$ cat config.mk
export PLATFORM = sky130hd
export DESIGN_NAME = sc_fifo_ctrl
export DESIGN_NICKNAME = d
export VERILOG_FILES = /design/src/rtl/sc_fifo_pkg.sv /design/src/rtl/sc_fifo_ctrl_onehot_ring_ptr.sv /design/src/rtl/sc_fifo_ctrl.sv
export SDC_FILE = /design/constraint.sdc
export NUM_CORES = 1
export LEC_CHECK = 0
export ABC_AREA = 0
export CORE_AREA = 8 8 82 84
export CTS_BUF_LIST = sky130_fd_sc_hd__clkbuf_16
export CTS_CLUSTER_DIAMETER = 60
export DETAILED_ROUTE_END_ITERATION = 7
export DIE_AREA = 0 0 90 92
export PLACE_DENSITY = 0.79
export SLEW_MARGIN = 20
export SYNTH_ARGS = -nofsm -noshare
export SYNTH_HDL_FRONTEND = slang
export SYNTH_SLANG_ARGS = --single-unit
$ cat constraint.sdc
create_clock -name clk -period 2.9 [get_ports clk]
set_input_delay 0.29 -clock clk [delete_from_list [all_inputs] [get_ports clk]]
set_output_delay 0.29 -clock clk [all_outputs]
set_load 0.01 [all_outputs]
$ cat src/rtl/sc_fifo_pkg.sv
`default_nettype none
// ============================================================================
// Module : sc_fifo_pkg
// Brief  : Shared constants and helpers for the sc_fifo_ctrl slice.
// Rev    : 1.0 - initial release
// ============================================================================
package sc_fifo_pkg;

  localparam int C_DEFAULT_DATA_WIDTH   = 32;
  localparam int C_DEFAULT_BUFFER_DEPTH = 8;
  localparam int C_MAX_DEPTH            = 1024;

  typedef logic [C_MAX_DEPTH-1:0] ring_vec_t;

  function automatic int count_width(input int depth);
    return $clog2(depth + 1);
  endfunction

  // Rotate-left-by-one of a one-hot ring whose live width is 'depth'.
  function automatic ring_vec_t onehot_rotl(input ring_vec_t v, input int depth);
    ring_vec_t r;
    r    = v << 1;
    r[0] = v[10'(depth - 1)];
    if (depth < C_MAX_DEPTH) begin
      r[10'(depth)] = 1'b0;
    end
    return r;
  endfunction

endpackage
`default_nettype wire

$ cat src/rtl/sc_fifo_ctrl_onehot_ring_ptr.sv
`default_nettype none
// ============================================================================
// Module : onehot_ring_ptr
// Brief  : One-hot ring pointer; advances one slot left per adv pulse.
// Rev    : 1.0 - initial release
// ============================================================================
module onehot_ring_ptr
  import sc_fifo_pkg::*;
#(
  parameter int DEPTH = C_DEFAULT_BUFFER_DEPTH
) (
  input  logic             clk,
  input  logic             rstn,
  input  logic             adv,
  output logic [DEPTH-1:0] ptr
);

  logic [DEPTH-1:0] r_ptr;
  logic [DEPTH-1:0] w_next;
  ring_vec_t        w_cur;
  ring_vec_t        w_rot;
  logic             w_unused;

  always_comb begin
    w_cur            = '0;
    w_cur[DEPTH-1:0] = r_ptr;
    w_rot            = onehot_rotl(w_cur, DEPTH);
    w_next           = w_rot[DEPTH-1:0];
  end

  // Upper bits of the wide helper result are always zero.
  assign w_unused = ^w_rot;

  always_ff @(posedge clk or negedge rstn) begin
    if (!rstn) begin
      r_ptr <= {{(DEPTH-1){1'b0}}, 1'b1};
    end else if (adv) begin
      r_ptr <= w_next;
    end
  end

  assign ptr = r_ptr;

endmodule
`default_nettype wire

$ cat src/rtl/sc_fifo_ctrl.sv
`default_nettype none
// ============================================================================
// Module : sc_fifo_ctrl
// Brief  : Single-clock FIFO controller driving an external slot buffer
//          through one-hot write/read pointers. Define SC_FIFO_CTRL_THRESH_EN
//          to add registered almost_full/almost_empty flags.
// Rev    : 1.0 - initial release
// ============================================================================
module sc_fifo_ctrl
  import sc_fifo_pkg::*;
#(
  parameter int DATA_WIDTH   = C_DEFAULT_DATA_WIDTH,
  parameter int BUFFER_DEPTH = C_DEFAULT_BUFFER_DEPTH
`ifdef SC_FIFO_CTRL_THRESH_EN
  ,
  parameter int AFULL_LVL    = BUFFER_DEPTH - 1,
  parameter int AEMPTY_LVL   = 1
`endif
) (
  input  logic                                  clk,
  input  logic                                  rstn,
  input  logic                                  in_valid,
  output logic                                  in_ready,
  input  logic [DATA_WIDTH-1:0]                 in_data,
  output logic                                  out_valid,
  input  logic                                  out_ready,
  output logic [DATA_WIDTH-1:0]                 out_data,
  output logic [BUFFER_DEPTH-1:0]               write_pointer,
  output logic [DATA_WIDTH-1:0]                 write_data,
  output logic [BUFFER_DEPTH-1:0]               read_pointer,
  input  logic [DATA_WIDTH-1:0]                 read_data,
  output logic [count_width(BUFFER_DEPTH)-1:0]  count
`ifdef SC_FIFO_CTRL_THRESH_EN
  ,
  output logic                                  almost_full,
  output logic                                  almost_empty
`endif
);

  localparam int             CNT_W   = count_width(BUFFER_DEPTH);
  localparam logic [CNT_W-1:0] c_depth = CNT_W'(BUFFER_DEPTH);
  localparam logic [CNT_W-1:0] c_one   = CNT_W'(1);

  logic [CNT_W-1:0] r_count;
  logic [CNT_W-1:0] w_count_next;
  logic             w_full;
  logic             w_push;
  logic             w_pop;

  assign w_full    = (r_count == c_depth);
  assign in_ready  = !w_full;
  assign out_valid = (r_count != '0);
  assign w_push    = in_valid && in_ready;
  assign w_pop     = out_valid && out_ready;

  // The buffer is written every cycle; when full, rewrite the head with itself.
  assign write_data = w_full ? read_data : in_data;
  assign out_data   = read_data;

  always_comb begin
    w_count_next = r_count;
    if (w_push && !w_pop) begin
      w_count_next = r_count + c_one;
    end else if (w_pop && !w_push) begin
      w_count_next = r_count - c_one;
    end
  end

  always_ff @(posedge clk or negedge rstn) begin
    if (!rstn) begin
      r_count <= '0;
    end else begin
      r_count <= w_count_next;
    end
  end

  assign count = r_count;

  onehot_ring_ptr #(.DEPTH(BUFFER_DEPTH)) u_wr_ptr (
    .clk  (clk),
    .rstn (rstn),
    .adv  (w_push),
    .ptr  (write_pointer)
  );

  onehot_ring_ptr #(.DEPTH(BUFFER_DEPTH)) u_rd_ptr (
    .clk  (clk),
    .rstn (rstn),
    .adv  (w_pop),
    .ptr  (read_pointer)
  );

`ifdef SC_FIFO_CTRL_THRESH_EN
  localparam logic [CNT_W-1:0] c_afull  = CNT_W'(AFULL_LVL);
  localparam logic [CNT_W-1:0] c_aempty = CNT_W'(AEMPTY_LVL);

  logic r_almost_full;
  logic r_almost_empty;

  always_ff @(posedge clk or negedge rstn) begin
    if (!rstn) begin
      r_almost_full  <= 1'b0;
      r_almost_empty <= 1'b1;
    end else begin
      r_almost_full  <= (w_count_next >= c_afull);
      r_almost_empty <= (w_count_next <= c_aempty);
    end
  end

  assign almost_full  = r_almost_full;
  assign almost_empty = r_almost_empty;
`endif

endmodule
`default_nettype wire

## After elaboration in Yosys (flattened, before gate mapping)

Cells that the tools add are included.

| word-level totals | value |
|---|---|
| flip-flop bits (word level) | 20 |
| input port bits | 68 |
| output and inout bits | 86 |
| logic and storage cells | 18 |

| operators by class | value |
|---|---|
| add/sub/neg operators | 2 |
| equality and inequality tests | 1 |
| multiplexer cells | 3 |
| reduce and logical (&&, ||, !) cells | 9 |

Operators with widths:

| operator | count |
|---|---|
| two-way mux 32 bit | 1 |
| two-way mux 4 bit | 2 |
| adder 4 x 1 -> 4 bit (second input constant) | 1 |
| equality test 4 bit (second input constant) | 1 |
| logical AND 1 bit | 4 |
| nonzero test 4 bit | 1 |
| subtractor 4 x 1 -> 4 bit (second input constant) | 1 |
| zero test 1 bit | 3 |
| nonzero test 2 bit | 1 |

## Logic depth before layout (Yosys ltp)

| depth | value |
|---|---|
| word-level depth | 7 |
| mapped depth | 10 |
| mapped depth without buffers | 9 |

## Hierarchy

Synthesis repeated with hierarchy kept, for this count alone.

| second synthesis, totals | value |
|---|---|
| cell total of the unflattened synthesis | 137 |
| area, all modules | 1773.0 um^2 |

Modules (own cells, without submodules):

| module | times used | cells an instance | area an instance (um^2) | seq. area each (um^2) |
|---|---|---|---|---|
| sc_fifo_ctrl | 1 | 103 | 1107.3 | 100.1 |
| onehot_ring_ptr | 2 | 17 | 332.8 | 201.4 |

## Worst setup path before layout

No wires, ideal clock.

| path | value |
|---|---|
| path type | register to register |
| from | register r_count[0] (netlist: count[0]) |
| to | register r_count[3] (netlist: count[3]) |
| library setup time | 131 ps |
| arrival | 2575 ps |
| data required time | 2769 ps |
| slack | 194 ps |
| stages on the path, launching flop included | 9 |
| buffers on the path | 0 |
| clock period less this slack | 2706 ps |
| path through | dfrtp_1 > or4_4 > nand2_2 > ha_1 > inv_1 > ha_1 > or4_1 > o211ai_1 > o211ai_1 |

| between the ends | value |
|---|---|
| elaborated cells on any way between the ends | 14 |
| those cells by class | add/sub: 2; eq/ne: 1; mux: 2; reduce/logical: 9 |

RTL lines:

| item | line | source |
|---|---|---|
| from (decl) | sc_fifo_ctrl.sv:44 | `logic [CNT_W-1:0] r_count;` |
| from (signal assigned) | sc_fifo_ctrl.sv:73 | `r_count <= w_count_next;` |
| nonzero test 4 bit * | sc_fifo_ctrl.sv:52 | `assign out_valid = (r_count != '0);` |
| named net out_valid | sc_fifo_ctrl.sv:25 | `output logic out_valid,` |
| logical AND 1 bit * | sc_fifo_ctrl.sv:54 | `assign w_pop = out_valid && out_ready;` |
| zero test 1 bit | sc_fifo_ctrl.sv:62 | `if (w_push && !w_pop) begin` |
| logical AND 1 bit | sc_fifo_ctrl.sv:62 |  |
| two-way mux 4 bit or nonzero test 2 bit (tied branches) | n/a |  |

Mark *: on every way through the listed nets, which the timed path passes. The rest lies on a longest branch. The select of a mux whose other input is x is not followed.
A chain may end at the register's enable or synchronous reset.

## Worst setup path after layout

| path | value |
|---|---|
| from | register r_count[0] (netlist: count[0]) |
| to | output write_data[29] |

| between the ends | value |
|---|---|
| word-level cells in the longest chain between the ends | 2 |

Ends and longest elaborated chain:

| item | line | source |
|---|---|---|
| equality test 4 bit | sc_fifo_ctrl.sv:50 | `assign w_full = (r_count == c_depth);` |
| two-way mux 32 bit | sc_fifo_ctrl.sv:57 | `assign write_data = w_full ? read_data : in_data;` |
| to (decl) | sc_fifo_ctrl.sv:29 | `output logic [DATA_WIDTH-1:0] write_data,` |

No other way between the ends.

==> out/results.tsv <==
metric	value	unit
drcViolationCount	0	
grt_pass1_wl	10100	um
ir_drop	503	uV
place_ws	322	ps
synth.area.mux_share	36.1	%
yosys_register_bits	20	
maxCapViolCount	0	
avgRoutedWirePerCell	19.6	um
critPathMaxFanout	33	
leakage	1.21	nW
routed_wl	6470	um
arrival	2360	ps
die_y	92	um
route.met3.wl	551	um
slew_violations	0	
track_usage	15.4	%
ys_warn_count	0	
cts_tree	done	
ys_top_cells_by_area	mux2_2 (35%), dfrtp_1 (29%), buf_4 (17%), dfstp_2 (3.4%), ha_1 (2.4%)	
drt-pass1-iter-count	4	
clkSinkCount	20	
cts_setup_buffers	0	
syn_inst	134	
synth_fp_nets	206	
yosysTopAreaCellShare	35.4	%
crit_required	2610	ps
routedLengthMet1	2640	um
clock_latency	250	ps
ys_seq_area_share	32.3	%
power_density	512	nW/um^2
ioPinCount	154	
ant_nets	0	
synthSimpleGateAreaFrac	5.86	%
diodes	0	
root_buffer	clkbuf_16	
setup_slack	248	ps
rsz0062_at_grt	no	
syn_to_final_growth	93.5	%
synth_top_cell_by_area	mux2_2	
hp-class	register to register	
drt_iter0_markers	19	
cts_buffer_depth	2	
syn-cell-area	1560	sq um
crit_type	register to output pin	
layout-drive-gt1-share	23.6	%
finalCriticalPeriod	2650	ps
tightest_slew	900	ps
clk_pin_slew	60	ps
ys.flop_type	dfrtp_1	
dp_hpwl	5590	um
fin_setup_tns	0	ps
numCtsBuffers	3	
portBuffers	153	
synth_xor_area_share	1.12	%
slew_headroom	39.8	%
synth_compound_area_share	2.65	%
synth_top_family_by_area	multiplexers	
grt_max_degree	34	
htree_levels	1	
die_w	90	um
layout.nets	331	
rows	27	
die_area	8280	sq um
viasPerCell	4.45	
synth-edff-count	0	
hold_viol_final	0	
status	completed	
post-route-period-util	91.4	%
async_reset_ff_share	100	%
nFillCells	481	
cts_resized	0	
top_layer_used	met3	
synth_cell_types	24	
cts-hold-fix-buffers	0	
grt_pass1_vias	1578	
antenna_found_initial	0	
gp_congestion	0.879	
syn_avg_cell_area	11.6	sq um
vias	1470	
whs	526	ps
critPathLaunchType	register	
fp.coreArea	5410	sq um
setup_viol	0	
grt-ovfl-total	0	
finClkSkew	4.38	ps
synth_fa_ha_area_share	3.69	%
fmax	377	MHz
met2_length	3280	um
initial_core_util	28.8	%
endpoint_kind	output pin	
worst max-delay path, cell delays in order, from the launching register on:
cell             delay, ps
dfrtp_1                480
nor4b_4                290
buf_4                  420
mux2_2                 390
clkdlybuf4s50_1        520
flip-flops by register name, summed over array words and instances, names as in the netlist:
signal / count
u_wr_ptr.ptr: 8
u_rd_ptr.ptr: 8
count: 4
where the power goes:
part / switching (mW) / leakage [nW] / internal (mW)
Sequential: 0.0610 / 0.264 / 0.310
Clock: 0.0957 / 0.0423 / 0.183
Combinational: 0.357 / 0.902 / 0.536
Total: 0.514 / 1.21 / 1.03
path summary, 6_finish.rpt:
check                                            start                     endpoint  slack (ps)  cells past startpoint
setup / recovery                  count[0]$_DFFE_PN0P_               write_data[29]         250                      4
hold / removal             u_wr_ptr.ptr[6]$_DFFE_PN0P_  u_wr_ptr.ptr[6]$_DFFE_PN0P_         530                      1
setup reg to reg                  count[0]$_DFFE_PN0P_         count[3]$_DFFE_PN0P_         320                      8
hold reg to reg            u_wr_ptr.ptr[6]$_DFFE_PN0P_  u_wr_ptr.ptr[6]$_DFFE_PN0P_         530                      1
max in group asynchronous                         rstn  u_wr_ptr.ptr[4]$_DFFE_PN0P_        1790                      1
min in group asynchronous                         rstn  u_rd_ptr.ptr[6]$_DFFE_PN0P_         550                      1
Yosys cell counts, types with 2 or more instances:
master    number
mux2_2        49
buf_4         36
dfrtp_1       18
ha_1           3
inv_1          3
a21oi_1        2
dfstp_2        2
nand2_1        2
nand3_1        2
o211ai_1       2
xnor2_1        2
cell usage in the layout, fill, tap and decap left out, drive strengths merged:
master and instances:
clkdlybuf4s50 153, mux2 49, dfrtp 18, inv 4, buf 4, ha 3, clkbuf 3, nand2 3
xnor2 2, a21oi 2, o211ai 2, nand3 2, dfstp 2, or4 2, nor4b 1, nand2b 1
o21ai 1, nand3b 1, or3 1, mux2i 1, a2111o 1, nor3 1, fa 1
cell families after synthesis:
| logic type | Yosys count |
|---|---|
| adder cells (fa/ha/maj) | 4 |
| buffers and inverters | 40 |
| AO/OA/AOI/OAI | 6 |
| XOR/XNOR | 2 |
| multiplexers | 50 |
| flip-flops | 20 |
| AND/OR/NAND/NOR | 12 |
final cells by class:
class	instances	area (sq um)	area share, %
clock buffer	3	75.1	2.49
clock inverter	1	3.75	0.125
inverter	3	11.3	0.374
multi-input combinational	74	769	25.5
sequential	20	503	16.7
tap	72	90.1	2.99
timing repair buffer	157	1560	51.8
per-stage QoR:
step / cells / total power, mW / util, % / cell area (sq um)
floorplan: 134 / 0.846 / - / 1560
global placement: 326 / 1.26 / 54.3 / 2940
detailed placement: 326 / 1.28 / 54.3 / 2940
CTS: 330 / 1.56 / 55.8 / 3010
global route: 330 / 1.64 / 55.8 / 3010
finish: 330 / 1.54 / 55.8 / 3010
layer usage:
layer / vias up / global-route usage, %
met4: 0 / 2.22
met5: - / 0
met3: 0 / 5.13
li1: 700 / -
met1: 684 / 17.7
met2: 86 / 27.6
Note: power is estimated with default switching activity, not from simulation.
